<file path="src/rtl/npc_predictor_pkg.sv">
// Shared definitions for the next-PC predictor.
//   WORDSIZE  - datapath / PC width
//   PCBASE    - PC value the downstream PC register loads on reset
//   BTB_IDX_W - default log2 of BTB entry count
//   ctr_e     - 2-bit saturating direction counter encodings
//   ctr_step  - saturating counter update helper
package npc_predictor_pkg;

    localparam int unsigned WORDSIZE  = 32;
    localparam logic [31:0] PCBASE    = 32'hBFC0_0000;
    localparam int unsigned BTB_IDX_W = 4;

    typedef enum logic [1:0] {
        SNT = 2'b00,
        WNT = 2'b01,
        WT  = 2'b10,
        ST  = 2'b11
    } ctr_e;

    function automatic ctr_e ctr_step(input ctr_e cur, input logic taken);
        ctr_e nxt;
        nxt = cur;
        if (taken) begin
            if (cur != ST) nxt = ctr_e'(cur + 2'b01);
        end else begin
            if (cur != SNT) nxt = ctr_e'(cur - 2'b01);
        end
        return nxt;
    endfunction

endpackage

</file>
<file path="src/rtl/npc_predictor_btb_ram.sv">
// Direct-mapped BTB storage.
//   Two asynchronous read ports (fetch lookup, EX update lookup),
//   one synchronous write port, asynchronous clear on rst.
//   Cleared state: valid=0, ctr=WNT, tag=0, tgt=0.
module btb_ram
    import npc_predictor_pkg::*;
#(
    parameter int unsigned IDX_W = 4,
    parameter int unsigned TAG_W = 26
) (
    input  logic             clk,
    input  logic             rst,
    // fetch-side read port
    input  logic [IDX_W-1:0] rd_idx,
    output logic             rd_valid,
    output logic [TAG_W-1:0] rd_tag,
    output ctr_e             rd_ctr,
    output logic [31:0]      rd_tgt,
    // update-side read port
    input  logic [IDX_W-1:0] up_idx,
    output logic             up_valid,
    output logic [TAG_W-1:0] up_tag,
    output ctr_e             up_ctr,
    output logic [31:0]      up_tgt,
    // write port (always writes a valid entry)
    input  logic             wr_en,
    input  logic [IDX_W-1:0] wr_idx,
    input  logic [TAG_W-1:0] wr_tag,
    input  ctr_e             wr_ctr,
    input  logic [31:0]      wr_tgt
);
    localparam int unsigned DEPTH = 1 << IDX_W;

    logic             valid_q [DEPTH];
    logic [TAG_W-1:0] tag_q   [DEPTH];
    ctr_e             ctr_q   [DEPTH];
    logic [31:0]      tgt_q   [DEPTH];

    always_ff @(posedge clk or posedge rst) begin
        if (rst) begin
            for (int i = 0; i < DEPTH; i++) begin
                valid_q[i] <= 1'b0;
                tag_q[i]   <= '0;
                ctr_q[i]   <= WNT;
                tgt_q[i]   <= '0;
            end
        end else if (wr_en) begin
            valid_q[wr_idx] <= 1'b1;
            tag_q[wr_idx]   <= wr_tag;
            ctr_q[wr_idx]   <= wr_ctr;
            tgt_q[wr_idx]   <= wr_tgt;
        end
    end

    assign rd_valid = valid_q[rd_idx];
    assign rd_tag   = tag_q[rd_idx];
    assign rd_ctr   = ctr_q[rd_idx];
    assign rd_tgt   = tgt_q[rd_idx];

    assign up_valid = valid_q[up_idx];
    assign up_tag   = tag_q[up_idx];
    assign up_ctr   = ctr_q[up_idx];
    assign up_tgt   = tgt_q[up_idx];

endmodule

</file>
<file path="src/rtl/npc_predictor.sv">
// Next-PC generator feeding the PC register.
//   Predicts with a direct-mapped BTB + 2-bit counters, redirects on an EX
//   mispredict, and keeps resolved-branch / mispredict perf counters.
// Ports:
//   clk, rst                      clock, async active-high reset
//   pcF, installF                 fetch PC and fetch stall
//   npc                           next PC to the PC register
//   pred_takenF, pred_targetF     prediction carried with the fetched instr
//   res_*                         EX-stage branch resolution
//   mispredictE                   redirect / flush request
//   br_count, mis_count           perf counters (wrap at 2^32)
module npc_predictor
    import npc_predictor_pkg::*;
#(
    parameter int unsigned BTB_IDX_W = npc_predictor_pkg::BTB_IDX_W,
    parameter logic [31:0] PC_RESET  = PCBASE
) (
    input  logic        clk,
    input  logic        rst,
    input  logic [31:0] pcF,
    input  logic        installF,
    output logic [31:0] npc,
    output logic        pred_takenF,
    output logic [31:0] pred_targetF,
    input  logic        res_valid,
    input  logic [31:0] res_pc,
    input  logic        res_taken,
    input  logic [31:0] res_target,
    input  logic        res_pred_taken,
    input  logic [31:0] res_pred_tgt,
    output logic        mispredictE,
    output logic [31:0] br_count,
    output logic [31:0] mis_count
);
    localparam int unsigned TAG_W = WORDSIZE - BTB_IDX_W - 2;

    logic [BTB_IDX_W-1:0] idx_f, idx_e;
    logic [TAG_W-1:0]     tag_f, tag_e;

    logic                 rd_valid, up_valid;
    logic [TAG_W-1:0]     rd_tag, up_tag;
    ctr_e                 rd_ctr, up_ctr;
    logic [31:0]          rd_tgt, up_tgt;

    logic                 hit_f, hit_e;
    logic [31:0]          pc_plus4, actual_next;
    logic                 wr_en;
    ctr_e                 wr_ctr;
    logic [31:0]          wr_tgt;

    assign idx_f = pcF[BTB_IDX_W+1:2];
    assign tag_f = pcF[31:BTB_IDX_W+2];
    assign idx_e = res_pc[BTB_IDX_W+1:2];
    assign tag_e = res_pc[31:BTB_IDX_W+2];

    btb_ram #(
        .IDX_W (BTB_IDX_W),
        .TAG_W (TAG_W)
    ) u_btb (
        .clk      (clk),
        .rst      (rst),
        .rd_idx   (idx_f),
        .rd_valid (rd_valid),
        .rd_tag   (rd_tag),
        .rd_ctr   (rd_ctr),
        .rd_tgt   (rd_tgt),
        .up_idx   (idx_e),
        .up_valid (up_valid),
        .up_tag   (up_tag),
        .up_ctr   (up_ctr),
        .up_tgt   (up_tgt),
        .wr_en    (wr_en),
        .wr_idx   (idx_e),
        .wr_tag   (tag_e),
        .wr_ctr   (wr_ctr),
        .wr_tgt   (wr_tgt)
    );

    // Fetch-side lookup; reads pre-update contents (no write bypass).
    assign hit_f        = rd_valid && (rd_tag == tag_f);
    assign pc_plus4     = pcF + 32'd4;
    assign pred_takenF  = hit_f && rd_ctr[1];
    assign pred_targetF = pred_takenF ? rd_tgt : pc_plus4;

    // Comparing against the piped predicted target catches both direction
    // and target errors; res_pred_taken is carried only for visibility.
    assign actual_next = res_taken ? res_target : (res_pc + 32'd4);
    assign mispredictE = res_valid && (actual_next != res_pred_tgt);

    always_comb begin
        npc = pred_targetF;
        if (mispredictE)   npc = actual_next;
        else if (installF) npc = pcF;
    end

    // Update: hits train the counter, taken misses allocate, not-taken
    // misses leave the table alone. Target only changes on taken.
    assign hit_e  = up_valid && (up_tag == tag_e);
    assign wr_en  = res_valid && (hit_e || res_taken);
    assign wr_ctr = hit_e ? ctr_step(up_ctr, res_taken) : WT;
    assign wr_tgt = res_taken ? res_target : up_tgt;

    always_ff @(posedge clk or posedge rst) begin
        if (rst) begin
            br_count  <= '0;
            mis_count <= '0;
        end else begin
            br_count  <= br_count + {31'd0, res_valid};
            mis_count <= mis_count + {31'd0, mispredictE};
        end
    end

endmodule

</file>
<file path="config.mk">
export PLATFORM = sky130hd
export DESIGN_NAME = npc_predictor
export DESIGN_NICKNAME = d
export VERILOG_FILES = /design/src/rtl/npc_predictor_pkg.sv /design/src/rtl/npc_predictor_btb_ram.sv /design/src/rtl/npc_predictor.sv
export SDC_FILE = /design/constraint.sdc
export NUM_CORES = 2
export LEC_CHECK = 0
export ABC_AREA = 0
export CAP_MARGIN = 0
export CORE_MARGIN = 2
export CORE_UTILIZATION = 56
export CTS_BUF_LIST = sky130_fd_sc_hd__clkbuf_4
export DETAILED_ROUTE_END_ITERATION = 8
export GPL_ROUTABILITY_DRIVEN = 1
export PLACE_DENSITY = 0.74
export SYNTH_ARGS = -nofsm -noshare
export SYNTH_HDL_FRONTEND = slang
export SYNTH_HIERARCHICAL = 1
export SYNTH_SLANG_ARGS = --single-unit
</file>
<file path="constraint.sdc">
create_clock -name clk -period 33.6 [get_ports clk]
set_input_delay 3.36 -clock clk [delete_from_list [all_inputs] [get_ports clk]]
set_output_delay 3.36 -clock clk [all_outputs]
set_load 0.03 [all_outputs]
</file>
# Yosys cells after proc, flatten, opt, wreduce, memory -nomap -nowiden
# Index checks and enable logic that the tools add are counted.
[word_totals] register_bits=1040 inputBits=134 output_inout_bits=130
[classes] addsub=6 order_cmp=3 eq_ne=4 mux=44 bitwise_logic=3 reduce_logical=8
[op_table] operator="$bwmux W512" n=1
[op_table] operator="$bwmux W416" n=1
[op_table] operator="$mux W32" n=10
[op_table] operator="$bmux W32 S4" n=2
[op_table] operator="$bmux W26 S4" n=2
[op_table] operator="$mux W26" n=5
[op_table] operator="$demux W32 S4" n=1
[op_table] operator="$demux W26 S4" n=1
[op_table] operator="$add A32 B1 Y32" n=2
[op_table] operator="$add A32 B3 Y32 const B" n=2
[op_table] operator="$eq A26 B26 Y1" n=2
[op_table] operator="$bwmux W32" n=1
[op_table] operator="$ne A32 B32 Y1" n=1
[op_table] operator="$mux W2" n=9
[op_table] operator="$bmux W2 S4" n=2
[op_table] operator="$or A16 B16 Y16" n=1
[op_table] operator="$ge A5 B5 Y1 const B" n=2
[op_table] operator="$not A4 Y5" n=2
[op_table] operator="$bmux W1 S4" n=2
[op_table] operator="$demux W2 S4" n=1
[op_table] operator="$logic_and A1 B1 Y1" n=6
[op_table] operator="$lt A5 B1 Y1 const B" n=1
[op_table] operator="$mux W1" n=5
[op_table] operator="$demux W1 S4" n=1
[op_table] operator="5 further kinds" n=5

# Depth between registers and ports, before layout
[depth] depth_word=10 mapped_depth=20 ltp_nobuf=16

# Modules after synthesis
# The synthesis kept the hierarchy.
[modules_own_cells] module="btb_ram" instances=1 cells_each=3163 area_each_um2=50240.7 seq_area_each_um2=24443.4
[modules_own_cells] module="npc_predictor" instances=1 cells_each=1019 area_each_um2=7922.6 seq_area_each_um2=1601.5

# Least setup slack after synthesis
# No wires, ideal clock.
[synth_timing] path_type="input -> output" startpoint="in pcF[2]" endpoint="out npc[3]" t_arrival_ps=8325 setup_slack_ps=21915 path_stages=14 n_path_buf=3 cell_sequence="buf_2 buf_2 buf_2 mux4_2 a22oi_1 nand2_1 xnor2_1 nand2_1 or4b_2 nor4_1 nand2_1 nand2_1 mux2i_1 mux2i_1"
[synth_between] elab_chain_cells=10 elab_cells_between_ends=20
[synth_lines] element="start, declared" line_no="npc_predictor.sv:20" rtl="input logic [31:0] pcF,"
[synth_lines] element="$not A4 Y5 (not written as such)" line_no="npc_predictor_btb_ram.sv:56" rtl="assign rd_tag = tag_q[rd_idx];"
[synth_lines] element="$bmux W26 S4" line_no="npc_predictor_btb_ram.sv:56"
[synth_lines] element="$mux W26 (not written as such) (2 in series)" line_no="npc_predictor_btb_ram.sv:56"
[synth_lines] element="net rd_tag[11]" line_no="npc_predictor.sv:41" rtl="logic [TAG_W-1:0] rd_tag, up_tag;"
[synth_lines] element="$eq A26 B26 Y1" line_no="npc_predictor.sv:80" rtl="assign hit_f = rd_valid && (rd_tag == tag_f);"
[synth_lines] element="$logic_and A1 B1 Y1" line_no="npc_predictor.sv:80"
[synth_lines] element="$logic_and A1 B1 Y1" line_no="npc_predictor.sv:82" rtl="assign pred_takenF = hit_f && rd_ctr[1];"
[synth_lines] element="net pred_takenF" line_no="npc_predictor.sv:23" rtl="output logic pred_takenF,"
[synth_lines] element="$mux W32" line_no="npc_predictor.sv:83" rtl="assign pred_targetF = pred_takenF ? rd_tgt : pc_plus4;"
[synth_lines] element="net pred_targetF[3]" line_no="npc_predictor.sv:24" rtl="output logic [31:0] pred_targetF,"
[synth_lines] element="$mux W32" line_no="npc_predictor.sv:93" rtl="else if (installF) npc = pcF;"
[synth_lines] element="$mux W32" line_no="npc_predictor.sv:92" rtl="if (mispredictE) npc = actual_next;"
[synth_lines] element="end, declared" line_no="npc_predictor.sv:22" rtl="output logic [31:0] npc,"
# The timed path passes the listed nets, and every way through them passes these cells. The select of a mux whose other input is x is not followed.

# Worst setup path after layout
[layout_timing] startpoint="in pcF[3]" endpoint="out npc[17]"
[layout_between] elab_chain_cells=10 elab_cells_between_ends=20
[layout_lines] element="$not A4 Y5 (not written as such)" line_no="npc_predictor_btb_ram.sv:56"
[layout_lines] element="$bmux W26 S4" line_no="npc_predictor_btb_ram.sv:56"
[layout_lines] element="$mux W26 (not written as such) (2 in series)" line_no="npc_predictor_btb_ram.sv:56"
[layout_lines] element="net rd_tag[23]" line_no="npc_predictor.sv:41"
[layout_lines] element="$eq A26 B26 Y1" line_no="npc_predictor.sv:80"
[layout_lines] element="$logic_and A1 B1 Y1" line_no="npc_predictor.sv:80"
[layout_lines] element="$logic_and A1 B1 Y1" line_no="npc_predictor.sv:82"
[layout_lines] element="$mux W32" line_no="npc_predictor.sv:83"
[layout_lines] element="$mux W32" line_no="npc_predictor.sv:93"
[layout_lines] element="$mux W32" line_no="npc_predictor.sv:92"
# The timed path passes the listed nets, and every way through them passes these cells. The select of a mux whose other input is x is not followed.

==> results.cfg <==
[grt]
grt_usage_pct = 34.6
overflow = 0
grt_max_degree = 185
grt_pass1_vias = 41900
grt_pass1_wl_mm = 271
antenna_found_initial = 14

[critical_path]
cp-start-kind = primary input
worst_ep_required_time_ps = 30240
critPathArrivalTime_ps = 11420
worstSetupPathType = in -> out
crit_path_end_kind = output port
crit_fanout = 92

[logic_synthesis]
synthCells = 4175
yosysWarnings = 6
syn_area_um2 = 58100
syn-num-nets = 4316
avgSynthCellArea_um2 = 13.9

[sta]
finalCriticalPeriod_ps = 14780
relSlewSlack_pct = 15.2
finalSetupViolations = 0
worstMarginPinSlew_ps = 1260
fmax_mhz = 67.6
tns_ps = 0
skew_ps = 109
timing.final.crit_share_pct = 44.0
hold_violations = 0
rsz0062_at_grt = false
drv_slew = 0

[clock_network]
clkSlewWorstSetupHoldPaths_ps = 60
cts_setup_buffers = 0
cts_buffers = 299
cts.path.max_buffers = 4
clock_latency_ps = 1210
cts_tree = built
cts_sinks = 1040
cts_resized = 0
cts-root-buf = clkbuf_4
postCtsHoldBufs = 0
htreeDepth = 5

[hold_path]
hold_class = reg -> reg

[drt]
detail_route.iter0.violations = 4581
drtPass1Iterations = 7
postRouteAntennaNets = 0
wl_mm = 183
drc_errors = 0
viasPerCell = 6.81
avgRoutedWirePerCell_um = 30.3
vias = 41100

[cells_and_area]
nets = 4598
fillers = 7811
drive_above_1_share_pct = 37.9
instances_no_fill = 6040
syn_to_final_growth_pct = 12.7

[die]
chipHeight_um = 326
pin_count = 264
initial_core_util_pct = 56.3
rows = 118
die_area_um2 = 106000
die_w_um = 326
coreArea_um2 = 103000

[pwr]
p_per_area_nw_per_um2 = 55.0
leakage_nw = 28.6
peakVddDrop_uv = 44.3

[placed_design]
place_hpwl_mm = 113
port_buffers = 262
dp.cells = 5536
place_congestion = 1.00

[status]
status = completed

[flow_run]
cap_violations = 0
-- worst paths after layout --
path	from	end	slack, ps	depth (start not counted)
max in group asynchronous	rst	u_btb/tgt_q[171]$_DFFE_PP0P_	28360	4
min in group asynchronous	rst	u_btb/tgt_q[92]$_DFFE_PP0P_	2830	2
worst min-delay path	mis_count[31]$_DFF_PP0_	mis_count[31]$_DFF_PP0_	480	1
worst max-delay path	pcF[3]	npc[17]	18820	15
worst min register to register	mis_count[31]$_DFF_PP0_	mis_count[31]$_DFF_PP0_	480	1
worst max register to register	u_btb/tag_q[359]$_DFFE_PP0P_	u_btb/tag_q[43]$_DFFE_PP0P_	26700	12
-- worst max-delay path: stages --
cell	delay, ps
buf_8	570
buf_4	590
buf_4	820
buf_4	700
mux4_2	400
a22oi_1	260
nand2_1	170
xnor2_1	390
nand4_1	210
or4_1	480
or4_4	910
a21oi_1	800
mux2i_1	160
mux2i_1	560
clkdlybuf4s50_1	810
-- through the flow --
step	setup WS, ps	instance area, um2	power (W)	hold WS (ps)	utilization [%]
global route	18720	65400	0.00377	493	63.4
finish	18820	65400	0.00360	476	63.4
floorplan	2810	58100	0.00219	446	-
global placement	19190	61800	0.00239	463	59.8
CTS	19180	65400	0.00361	480	63.4
detailed placement	19200	61800	0.00243	468	59.8
-- cell usage in the layout (no fill, tap or decap), drive strengths merged, types with 42 or more instances in the layout --
| master | count |
|---|---|
| mux2i | 44 |
| dfrtp | 1024 |
| xnor2 | 150 |
| nand2 | 198 |
| clkinv | 47 |
| nor2 | 96 |
| buf | 114 |
| clkbuf | 435 |
| nand3 | 66 |
| clkdlybuf4s50 | 256 |
| xor2 | 53 |
| mux2 | 1003 |
| a22oi | 243 |
| a21oi | 53 |
| nand4 | 43 |
| inv | 42 |
| mux4 | 484 |
-- cell type report --
type | instances | area, um2 | share of cell area (%)
clock buffers | 435 | 3270 | 4.99
well taps | 1380 | 1730 | 2.64
repair buffers | 370 | 3510 | 5.36
clock inverters | 57 | 378 | 0.577
flip-flops and latches | 1040 | 26000 | 39.8
inverters | 38 | 150 | 0.229
diodes | 12 | 30.0 | 0.0459
multi-input cells | 2708 | 30300 | 46.4
-- power by group --
part | internal, W | switching, W | leakage, nW
sequential | 0.00147 | 0.000160 | 13.5
combinational | 0.000431 | 0.000367 | 12.9
clock | 0.000634 | 0.000534 | 2.19
-- sequential cells by signal, summed over array words and instances, names as in the netlist --
register,count
mis_count,32
u_btb/tag_q,416
u_btb/valid_q,16
br_count,32
u_btb/ctr_q,32
u_btb/tgt_q,512
-- metal layers --
| layer | wire [um] | GRT usage (%) | vias up |
|---|---|---|---|
| li1 | - | - | 16700 |
| met1 | 71800 | 47.9 | 21500 |
| met2 | 80600 | 50.1 | 2441 |
| met3 | 22200 | 11.1 | 472 |
| met4 | 8080 | 15.8 | 16 |
| met5 | 99 | 0 | - |
Power figures use the tool's default switching activity.
